File: src/rtl/mem_port_arbiter_pkg.sv
// rtl/mem_port_arbiter_pkg.sv - shared encodings for the unified memory port arbiter
package mem_port_arbiter_pkg;

    typedef enum logic [1:0] {
        ST_IDLE  = 2'b00,
        ST_ISSUE = 2'b01,
        ST_WAIT  = 2'b10,
        ST_DONE  = 2'b11
    } state_t;

    typedef enum logic [1:0] {
        GNT_NONE = 2'b00,
        GNT_CPU  = 2'b01,
        GNT_DMA  = 2'b10
    } grant_t;

endpackage

File: src/rtl/mem_arb_pick.sv
// rtl/mem_arb_pick.sv - CPU-priority winner select with DMA starvation override
module mem_arb_pick
    import mem_port_arbiter_pkg::*;
#(
    parameter int STARVE_MAX = 4
) (
    input  logic       clk,
    input  logic       rst_n,
    input  logic       cpu_req,
    input  logic       dma_req,
    input  logic       arb_stb,
    output logic [1:0] winner,
    output logic       dma_forced
);

    localparam int CW = $clog2(STARVE_MAX + 1);
    localparam logic [CW-1:0] SMAX = CW'(STARVE_MAX);

    logic [CW-1:0] starve_q;
    logic [CW-1:0] starve_d;
    logic [1:0]    final_gnt;

    // winner is the plain CPU-first choice; dma_forced overrides it when DMA has waited long enough
    always_comb begin
        dma_forced = cpu_req && dma_req && (starve_q == SMAX);
        if (cpu_req)
            winner = GNT_CPU;
        else if (dma_req)
            winner = GNT_DMA;
        else
            winner = GNT_NONE;
        final_gnt = dma_forced ? GNT_DMA : winner;

        starve_d = starve_q;
        if (arb_stb) begin
            if (final_gnt == GNT_DMA)
                starve_d = '0;
            else if (final_gnt == GNT_CPU && dma_req && starve_q != SMAX)
                starve_d = starve_q + CW'(1);
        end
    end

    always_ff @(posedge clk or negedge rst_n) begin
        if (!rst_n)
            starve_q <= '0;
        else
            starve_q <= starve_d;
    end

endmodule

File: src/rtl/mem_port_arbiter.sv
// rtl/mem_port_arbiter.sv - shares one memory port between the CPU path and a DMA/loader master
module mem_port_arbiter
    import mem_port_arbiter_pkg::*;
#(
    parameter int AW         = 32,
    parameter int DW         = 32,
    parameter int MEM_LAT    = 2,
    parameter int STARVE_MAX = 4
) (
    input  logic          clk,
    input  logic          rst,
    input  logic          cpu_req,
    input  logic          cpu_we,
    input  logic [AW-1:0] cpu_addr,
    input  logic [DW-1:0] cpu_wdata,
    output logic [DW-1:0] cpu_rdata,
    output logic          cpu_ack,
    input  logic          dma_req,
    input  logic          dma_we,
    input  logic [AW-1:0] dma_addr,
    input  logic [DW-1:0] dma_wdata,
    output logic [DW-1:0] dma_rdata,
    output logic          dma_ack,
    output logic          mem_en,
    output logic          mem_we,
    output logic [AW-1:0] mem_addr,
    output logic [DW-1:0] mem_wdata,
    input  logic [DW-1:0] mem_rdata,
    output logic [1:0]    grant,
    output logic          busy
);

    localparam int LW = $clog2(MEM_LAT + 1);

    state_t        state_q, state_d;
    logic [LW-1:0] lat_q, lat_d;
    logic [1:0]    grant_q, grant_d;
    logic          mem_en_q, mem_en_d;
    logic          mem_we_q, mem_we_d;
    logic [AW-1:0] mem_addr_q, mem_addr_d;
    logic [DW-1:0] mem_wdata_q, mem_wdata_d;
    logic          cpu_ack_q, cpu_ack_d;
    logic          dma_ack_q, dma_ack_d;
    logic [DW-1:0] cpu_rdata_q, cpu_rdata_d;
    logic [DW-1:0] dma_rdata_q, dma_rdata_d;

    logic       arb_stb;
    logic [1:0] prio_gnt;
    logic       dma_forced;
    logic [1:0] pick_gnt;

    assign arb_stb  = (state_q == ST_IDLE) && (cpu_req || dma_req);
    assign pick_gnt = dma_forced ? GNT_DMA : prio_gnt;

    mem_arb_pick #(
        .STARVE_MAX (STARVE_MAX)
    ) u_pick (
        .clk        (clk),
        .rst_n      (rst),
        .cpu_req    (cpu_req),
        .dma_req    (dma_req),
        .arb_stb    (arb_stb),
        .winner     (prio_gnt),
        .dma_forced (dma_forced)
    );

    always_comb begin
        state_d     = state_q;
        lat_d       = lat_q;
        grant_d     = grant_q;
        mem_en_d    = 1'b0;
        mem_we_d    = 1'b0;
        mem_addr_d  = mem_addr_q;
        mem_wdata_d = mem_wdata_q;
        cpu_ack_d   = 1'b0;
        dma_ack_d   = 1'b0;
        cpu_rdata_d = cpu_rdata_q;
        dma_rdata_d = dma_rdata_q;

        case (state_q)
            ST_IDLE: begin
                if (arb_stb) begin
                    grant_d  = pick_gnt;
                    mem_en_d = 1'b1;
                    if (pick_gnt == GNT_DMA) begin
                        mem_we_d    = dma_we;
                        mem_addr_d  = dma_addr;
                        mem_wdata_d = dma_wdata;
                    end else begin
                        mem_we_d    = cpu_we;
                        mem_addr_d  = cpu_addr;
                        mem_wdata_d = cpu_wdata;
                    end
                    state_d = ST_ISSUE;
                end
            end
            // mem_we_q still holds the latched direction during the issue cycle
            ST_ISSUE: begin
                if (mem_we_q) begin
                    state_d   = ST_DONE;
                    cpu_ack_d = (grant_q == GNT_CPU);
                    dma_ack_d = (grant_q == GNT_DMA);
                end else begin
                    state_d = ST_WAIT;
                    lat_d   = LW'(MEM_LAT);
                end
            end
            ST_WAIT: begin
                lat_d = lat_q - LW'(1);
                if (lat_q == LW'(1)) begin
                    if (grant_q == GNT_DMA) begin
                        dma_rdata_d = mem_rdata;
                        dma_ack_d   = 1'b1;
                    end else begin
                        cpu_rdata_d = mem_rdata;
                        cpu_ack_d   = 1'b1;
                    end
                    state_d = ST_DONE;
                end
            end
            ST_DONE: begin
                grant_d = GNT_NONE;
                state_d = ST_IDLE;
            end
            default: state_d = ST_IDLE;
        endcase
    end

    always_ff @(posedge clk or negedge rst) begin
        if (!rst) begin
            state_q     <= ST_IDLE;
            lat_q       <= '0;
            grant_q     <= GNT_NONE;
            mem_en_q    <= 1'b0;
            mem_we_q    <= 1'b0;
            mem_addr_q  <= '0;
            mem_wdata_q <= '0;
            cpu_ack_q   <= 1'b0;
            dma_ack_q   <= 1'b0;
            cpu_rdata_q <= '0;
            dma_rdata_q <= '0;
        end else begin
            state_q     <= state_d;
            lat_q       <= lat_d;
            grant_q     <= grant_d;
            mem_en_q    <= mem_en_d;
            mem_we_q    <= mem_we_d;
            mem_addr_q  <= mem_addr_d;
            mem_wdata_q <= mem_wdata_d;
            cpu_ack_q   <= cpu_ack_d;
            dma_ack_q   <= dma_ack_d;
            cpu_rdata_q <= cpu_rdata_d;
            dma_rdata_q <= dma_rdata_d;
        end
    end

    assign mem_en    = mem_en_q;
    assign mem_we    = mem_we_q;
    assign mem_addr  = mem_addr_q;
    assign mem_wdata = mem_wdata_q;
    assign cpu_ack   = cpu_ack_q;
    assign dma_ack   = dma_ack_q;
    assign cpu_rdata = cpu_rdata_q;
    assign dma_rdata = dma_rdata_q;
    assign grant     = grant_q;
    assign busy      = (state_q != ST_IDLE);

endmodule

File: config.mk
export PLATFORM = sky130hd
export DESIGN_NAME = mem_port_arbiter
export DESIGN_NICKNAME = d
export VERILOG_FILES = /design/src/rtl/mem_port_arbiter_pkg.sv /design/src/rtl/mem_arb_pick.sv /design/src/rtl/mem_port_arbiter.sv
export SDC_FILE = /design/constraint.sdc
export NUM_CORES = 1
export LEC_CHECK = 0
export ABC_CLOCK_PERIOD_IN_PS = 2000
export BUFFER_PORTS_ARGS = -buffer_cell sky130_fd_sc_hd__buf_2
export CAP_MARGIN = 25
export CORE_MARGIN = 8
export CORE_UTILIZATION = 47
export DETAILED_ROUTE_END_ITERATION = 10
export PLACE_DENSITY = 0.8
export SLEW_MARGIN = 20
export SYNTH_ARGS = -nofsm -noshare
export SYNTH_HDL_FRONTEND = slang
export SYNTH_HIERARCHICAL = 1
export SYNTH_SLANG_ARGS = --single-unit
File: constraint.sdc
create_clock -name clk -period 2 [get_ports clk]
set_input_delay 0 -clock clk [delete_from_list [all_inputs] [get_ports clk]]
set_output_delay 0 -clock clk [all_outputs]
set_load 0.01 [all_outputs]
==> metrics.cfg <==
[layout]
fillCellCount=766
seqCellArea_um2=3528
final_util_pct=77.17
final_cells=1232
drive_above_1_share_pct=41.87
area_delta_synth_final_pct=62.45
finish.instance_area_um2=10550
multi_input_area_um2=2676
final_common_cell=buf_2
final_cell_mix=buf_2 (299), dlygate4sd3_1 (165), dfrtp_1 (141)
finalNetCount=1206

[place]
post_dp_cell_area_um2=8249
place_inst=1029
io_buffers=300
dp_slack_ps=187.7
dp_hpwl_um=15090
finalWeightedCongestion=0.8481

[die]
rows=43
die_x_um=133.5
start_util_pct=47.50
die_area_um2=17830
ios=301
die_h_um=133.5
coreArea_um2=13670

[clocking]
clk_latency_ps=430
htree_levels=4
cts-root-buf=clkbuf_16
tritoncts=yes
clockBufferDepth=2
numClockSinks=141
cts-buffers-inserted=17
postCtsSetupBuffers=0
clk_pin_slew_ps=60

[drt]
via_per_inst=5.903
post-route-drc-count=0
routedWlPerCell_um=22.63
first_pass_iters=8
dr.first_iter.drc_count=783
drtAntennaViolNets=0
routed_wl_um=27880
num_vias=7272

[logic_synthesis]
ys_seq_area_share_pct=54.36
syn_area_per_cell_um2=11.33
synth_cell_types=42
synth_edf_count=0
synthCells=573
async_flop_share_pct=100.0
syn-num-nets=746
yosysWarnings=6
synthesis.area_um2=6491
synth_ff_type=dfrtp_1
ys_seq_elements=141

[power]
leakagePower_nw=5.031
p_switching_mw=5.331
clkPwrFrac_pct=23.5
seq_power_share_pct=35.1
p_per_area_nw_per_um2=1337
p_int_mw=8.766
netSwitchingFraction_pct=37.81
vdd_drop_max_uv=687.2
combPwrFrac_pct=41.5

[critical_path]
critPathKind=flop to flop
critPathLaunchType=flop
worstPathArrival_ps=2200
reg2reg_slack_ps=120
worstSetupEndpointType=flop
required_ps=2330
crit_fanout=14

[job]
cap_violations=0

[global_route]
grt_max_degree=61
first_global_vias=7559
antenna_found_initial=6
grt_usage_pct=30.90
overflow=0
grt_pass1_wl_um=43310

[sta]
finalMaxSlewViolations=0
setup_viol=0
min_period_ps=1876
fin_skew_ps=9.935
tns_ps=0
relSlewSlack_pct=62.77
tightest_slew_ps=558.5
max_freq_mhz=533.0
hold_violations=0
rsz0062_at_grt=no
setup_slack_ps=123.8
period_share_pct=93.81

[hold_path]
hold_class=input port to async pin

[status]
outcome=finished, final reports clean

## layout make-up
type                    count  area share, %
clock buffers              17          4.034
repair buffers            490          32.69
well taps                 180          2.136
diodes                      6         0.1424
flip-flops and latches    141          33.46
clock inverters            15          1.780
inverters                  10         0.3797
multi-input cells         373          25.38
## timing repair
item,4_1_cts,5_1_grt
endpoints found under the setup margin,0,3
hold endpoints to repair,195,0
resized for setup,0,7
hold buffers,165,0
## synthesized netlist by cell type (all sizes together) (2+ instances only)
cell type,number,area [um2]
buf,31,217.7
mux2,65,953.4
nor2,69,266.5
nand3,3,27.53
a21boi,2,15.01
clkbuf,18,67.56
nand2b,2,12.51
inv,10,37.54
ha,7,87.58
dfrtp,141,3528
o21ai,70,350.3
a21bo,3,30.03
a21oi,65,325.3
and2b,2,18.77
nand2,4,17.52
a31oi,65,406.6
## state kept, by name, summed over array words and instances (netlist names), 2 cells and up
signal           count
lat_q                2
state_q              2
u_pick/starve_q      3
dma_rdata           32
cpu_rdata           32
mem_addr            32
mem_wdata           32
grant                2
## per-stage QoR
stage / power [mW] / hold slack, ps
3_3_place_gp: 9.918 / 15.42
4_1_cts: 13.67 / 137.0
5_1_grt: 14.76 / 195.9
6_report: 14.10 / 135.5
3_5_place_dp: 10.08 / 17.73
2_1_floorplan: 7.813 / -295.6
## power groups by stage
| stage | logic (mW) | clock network (mW) | registers (mW) |
|---|---|---|---|
| 5_1_grt | 6.25 | 3.47 | 5.04 |
| 4_1_cts | 5.53 | 3.33 | 4.81 |
| 6_report | 5.84 | 3.31 | 4.94 |
| 3_3_place_gp | 5.14 | 0 | 4.78 |
| 3_5_place_dp | 5.25 | 0 | 4.84 |
| 2_1_floorplan | 2.48 | 0 | 5.33 |
## kinds of logic after synthesis
kind of cell / Yosys count / share of synthesized area [%]
compound gates: 212 / 18.27
flops: 141 / 54.36
simple gates: 88 / 6.207
mux: 66 / 14.84
buf+inv: 59 / 4.973
fa+ha+maj: 7 / 1.349
## layer usage
| metal | routed length (um) | share of wire, % | vias up | track usage (%) |
|---|---|---|---|---|
| li1 | - | - | 2992 | - |
| met1 | 9512 | 34 | 3372 | 34.48 |
| met2 | 12980 | 47 | 720 | 49.09 |
| met3 | 3379 | 12 | 188 | 10.43 |
| met4 | 2015 | 7.2 | 0 | 21.40 |
| met5 | 0 | 0 | - | 0 |
## critical path, stage by stage, from the launching register on
cell,delay [ps]
dfrtp_1,410
inv_1,70
ha_1,170
and4_4,300
buf_4,220
buf_4,230
o21ai_0,140
a21oi_2,230
## path summary, 6_finish.rpt
path | from | to | depth (start not counted)
worst max-delay path | u_pick/starve_q[0] | mem_addr[29] | 7
worst min-delay path | rst | cpu_rdata[5] | 2
worst max register to register | u_pick/starve_q[0] | mem_addr[29] | 7
worst min register to register | lat_q[0] | lat_q[0] | 1
max in group asynchronous | rst | grant[0] | 3
min in group clk | mem_rdata[23] | cpu_rdata[23] | 3
Note: power is estimated with default switching activity, not from simulation.
